<file path="config.mk">
export PLATFORM = sky130hd
export DESIGN_NAME = disp_bcd_ctrl
export DESIGN_NICKNAME = d
export VERILOG_FILES = /design/src/rtl/disp_bcd_ctrl.sv
export SDC_FILE = /design/constraint.sdc
export NUM_CORES = 1
export LEC_CHECK = 0
export CORE_ASPECT_RATIO = 0.8
export CORE_UTILIZATION = 63
export CTS_CLUSTER_SIZE = 24
export DETAILED_ROUTE_END_ITERATION = 7
export PLACE_DENSITY = 0.82
export REMOVE_ABC_BUFFERS = 1
export SLEW_MARGIN = 20
export SYNTH_ARGS = -nofsm -noshare
export SYNTH_HDL_FRONTEND = slang
export SYNTH_SLANG_ARGS = --single-unit
</file>
<file path="constraint.sdc">
create_clock -name clk -period 6 [get_ports clk]
set_input_delay 0.9 -clock clk [delete_from_list [all_inputs] [get_ports clk]]
set_output_delay 0.9 -clock clk [all_outputs]
set_load 0.01 [all_outputs]
</file>
<file path="src/rtl/disp_bcd_ctrl.sv">
// disp_bcd_ctrl: serial double-dabble distance-to-BCD converter with flicker hold and newest-value coalescing
// Optional leading-zero blanking is enabled by defining DISP_LZB_EN.
module disp_bcd_ctrl #(
   parameter int HOLD_CYCLES = 50000
) (
   input  logic        clk,
   input  logic        rst,
   input  logic [13:0] value,
   input  logic        value_valid,
   output logic [3:0]  dig0,
   output logic [3:0]  dig1,
   output logic [3:0]  dig2,
   output logic [3:0]  dig3,
   output logic        ovf,
   output logic        busy,
   output logic        upd_done
);
   localparam logic [1:0] S_IDLE = 2'd0, S_SHIFT = 2'd1, S_COMMIT = 2'd2, S_HOLD = 2'd3;
   localparam logic [19:0] HOLD_INIT = 20'(HOLD_CYCLES - 1);
`ifdef DISP_LZB_EN
   localparam logic [15:0] RST_DIG = 16'hFFF0;
`else
   localparam logic [15:0] RST_DIG = 16'h0000;
`endif
   logic [1:0]  state;
   logic [13:0] bin;
   logic [15:0] bcd;
   logic [15:0] adj;
   logic [15:0] disp;
   logic [15:0] digs;
   logic [3:0]  bit_cnt;
   logic [19:0] hold_cnt;
   logic        ovf_flag;
   logic [13:0] pend;
   logic        pend_v;
   logic        hold_exit;
   logic        capture;
   logic [13:0] cap_val;
   genvar i;
   generate
      for (i = 0; i < 4; i++) begin : g_adj
         assign adj[4*i +: 4] = bcd[4*i +: 4] >= 4'd5 ? bcd[4*i +: 4] + 4'd3 : bcd[4*i +: 4];
      end
   endgenerate
   assign hold_exit = state == S_HOLD && hold_cnt == 20'd0;
   assign capture   = (state == S_IDLE && value_valid) || (hold_exit && (value_valid || pend_v));
   assign cap_val   = value_valid ? value : pend;
   assign busy      = state != S_IDLE;
   assign {dig3, dig2, dig1, dig0} = digs;
   // blanking mask applied only at commit; overflow overrides everything
   always_comb begin
      disp = bcd;
`ifdef DISP_LZB_EN
      if (bcd[15:12] == 4'd0) disp[15:12] = 4'hF;
      if (bcd[15:8] == 8'd0) disp[11:8] = 4'hF;
      if (bcd[15:4] == 12'd0) disp[7:4] = 4'hF;
`endif
      if (ovf_flag) disp = 16'hFFFF;
   end
   always_ff @(posedge clk or posedge rst) begin
      if (rst) begin
         state    <= S_IDLE;
         bin      <= '0;
         bcd      <= '0;
         bit_cnt  <= '0;
         hold_cnt <= '0;
         ovf_flag <= 1'b0;
         pend     <= '0;
         pend_v   <= 1'b0;
         digs     <= RST_DIG;
         ovf      <= 1'b0;
         upd_done <= 1'b0;
      end else begin
         upd_done <= 1'b0;
         if (capture) begin
            bin      <= cap_val;
            ovf_flag <= cap_val > 14'd9999;
            bcd      <= '0;
            bit_cnt  <= '0;
            state    <= S_SHIFT;
         end else begin
            case (state)
               S_SHIFT: begin
                  {bcd, bin} <= {adj[14:0], bin, 1'b0};
                  bit_cnt    <= bit_cnt + 4'd1;
                  if (bit_cnt == 4'd13) state <= S_COMMIT;
               end
               S_COMMIT: begin
                  digs     <= disp;
                  ovf      <= ovf_flag;
                  upd_done <= 1'b1;
                  hold_cnt <= HOLD_INIT;
                  state    <= S_HOLD;
               end
               S_HOLD: begin
                  if (hold_exit) state <= S_IDLE;
                  else hold_cnt <= hold_cnt - 20'd1;
               end
               default: state <= S_IDLE;
            endcase
         end
         // exit cycle consumes (or supersedes) the pending value
         if (hold_exit) pend_v <= 1'b0;
         else if (value_valid && state != S_IDLE) begin
            pend   <= value;
            pend_v <= 1'b1;
         end
      end
   end
endmodule

</file>
==> results.json <==
{
  "layout.nets": 547,
  "grt_pass1_vias": 3659,
  "drv_slew": 0,
  "critPathLaunchType": "primary input",
  "cts_root_buffer": "clkbuf_8",
  "cts_resized": 0,
  "synthTopCellsByArea": "dfrtp_1, a21oi_1, nor2_1",
  "die_y_um": 79.6,
  "p_leak_nw": 2.27,
  "vdd_drop_max_v": 0.000133,
  "ys_top_cells_by_count": "dfrtp_1, nor2_1, a21oi_1",
  "cts_buffer_depth": 2,
  "grt_pass1_wl_mm": 17.1,
  "antenna_found_initial": 0,
  "rows": 27,
  "vias": 3692,
  "grt_max_degree": 54,
  "ff2ff_path_depth": 6,
  "synth_edf_count": 0,
  "min_from": "pend[0]",
  "synthCells": 490,
  "drc_errors": 0,
  "maxSlewHeadroom_pct": 36.4,
  "postCtsHoldBufs": 0,
  "switching_power_mw": 0.296,
  "dp_hpwl_mm": 6.45,
  "hold_depth": 1,
  "period_needed_ps": 3260,
  "ys_types": 51,
  "r2r_start": "state[0]",
  "holdPathEnd": "pend[0]",
  "place_congestion": 0.837,
  "core-area_mm2": 0.00706,
  "overflow": 0,
  "p_clk_share_pct": 36.7,
  "fillCellCount": 512,
  "yosysTopAreaCell": "dfrtp_1",
  "path_clk_slew_ps": 80,
  "drive_above_1_share_pct": 7.90,
  "setup_viol": 0,
  "drv_cap": 0,
  "tightestPinTransition_ps": 952,
  "seq_power_share_pct": 53.4,
  "required_ps": 6270,
  "path_max_fanout": 20,
  "grt_usage_pct": 28.1,
  "final-hold-violation-count": 0,
  "fin_setup_tns_ps": 0,
  "crit_type": "primary input to flip-flop",
  "dr.first_iter.drc_count": 167,
  "rrSetupSlack_ps": 2830,
  "yosysWarnings": 0,
  "port-buffer-count": 35,
  "start_util_pct": 67.1,
  "synth_area_mm2": 0.00474,
  "ant_nets": 0,
  "async_flop_share_pct": 100,
  "cts_inserted_buffers": 9,
  "worstPathArrival_ps": 3530,
  "clk_latency_ps": 370,
  "yosys_most_used_dff": "dfrtp_1",
  "switching_share_pct": 23.9,
  "vias_per_cell": 6.09,
  "yosysSeqAreaShare_pct": 47.6,
  "finClkSkew_ps": 6.77,
  "clock.fmax_ghz": 0.306,
  "area_delta_synth_final_pct": 11.9,
  "powerDensity_mw_per_mm2": 234,
  "ioPinCount": 36,
  "wire_per_inst_um": 16.1,
  "dpl.cell_count": 590,
  "ys_ff_latch": 90,
  "status": "complete, no violations",
  "cts_tree": "done",
  "grt_setup_unrepaired": "false",
  "hp-class": "flip-flop to flip-flop",
  "routed_wl_mm": 9.78,
  "cts.sinks": 90,
  "power_frac_comb_pct": 10.0,
  "fp.dieW_um": 98.9,
  "regArea_mm2": 0.00225,
  "r2r-end": "pend[13]",
  "h-tree-depth": 3,
  "antenna_cells": 0,
  "die_area_mm2": 0.00787,
  "finalCritPeriodShare_pct": 54.4,
  "synth.most_common_cell": "dfrtp_1",
  "crit_path_end_kind": "flip-flop",
  "multi_input_area_mm2": 0.00225,
  "dr.pass1.iters": 5,
  "syn_avg_cell_area_um2": 9.66,
  "fin_cells": 606,
  "post_cts_buffers": 0,
  "p_int_mw": 0.944,
  "synth_top_area_share_pct": 47.6
}
-- kinds of logic after synthesis --
family                     synth area share [%]
and+or+nand+nor                            16.5
adders and majority gates                  4.23
AOI/OAI and AO/OA                          16.9
buffers and inverters                      4.97
DFF                                        47.6
muxes                                      8.16
xor gates and xnor gates                   1.66
-- layout by cell type (no fill, tap or decap), drive strengths merged, types with 6 or more instances in the layout --
master,n
nand2,27
and2,8
clkbuf,11
ha,16
nor2,63
a21oi,55
nor2b,7
o21ai,28
mux2i,18
or3,7
inv,22
mux2,15
nand3,15
dfrtp,90
o31ai,6
a211oi,19
xnor2,7
clkdlybuf4s50,35
-- stage by stage --
stage / cell area, µm² / hold slack [ps] / utilization (%) / total power [mW] / setup WS (ps)
after floorplan: 4590 / 476 / - / 0.742 / 2760
after global placement: 5080 / 489 / 72.0 / 0.790 / 2590
after detailed placement: 5080 / 495 / 72.0 / 0.797 / 2480
after CTS: 5300 / 521 / 75.1 / 1.25 / 2810
after global routing: 5300 / 542 / 75.1 / 1.29 / 2550
final: 5300 / 523 / 75.1 / 1.24 / 2740
-- worst max path at each step --
stage                start           end  depth (start not counted)
2_1_floorplan          rst        bcd[0]                          1
3_3_place_gp   value_valid   hold_cnt[2]                          6
3_5_place_dp   value_valid   hold_cnt[4]                          6
4_1_cts        value_valid  hold_cnt[18]                          6
5_1_grt        value_valid   hold_cnt[5]                          6
6_report       value_valid  hold_cnt[18]                          6
-- flip-flops by register name, summed over array words and instances (netlist names) --
name      flops
bcd          16
bin          14
bit_cnt       4
digs         16
hold_cnt     20
ovf           1
ovf_flag      1
pend         14
pend_v        1
state         2
upd_done      1
-- final cells by class --
type | count | area share (%)
Sequential cell | 90 | 42.5
Multi-Input combinational cell | 350 | 42.4
Timing Repair Buffer | 39 | 7.18
Clock buffer | 11 | 2.67
Tap cell | 87 | 2.05
Inverter | 24 | 1.72
Clock inverter | 5 | 1.46
-- power groups by stage --
stage	sequential [mW]	combinational [mW]	clock, mW
6_report	0.662	0.124	0.455
5_1_grt	0.666	0.138	0.486
4_1_cts	0.662	0.125	0.463
3_5_place_dp	0.673	0.123	0
3_3_place_gp	0.671	0.118	0
2_1_floorplan	0.670	0.0721	0
-- per-layer routing --
| layer | share of wire, % | track usage [%] |
|---|---|---|
| met4 | 1.6 | 10.7 |
| met1 | 48 | 38.7 |
| met2 | 46 | 44.5 |
| met5 | 0 | 0 |
| met3 | 4.7 | 5.17 |
-- critical path, cell delays in order --
cell and delay, ps:
clkdlybuf4s50_1 990, nand2_1 420, o21ai_0 330, o21bai_1 510
o21ai_0 250, o31ai_1 130
No activity file was read; power rests on OpenSTA's default activity.
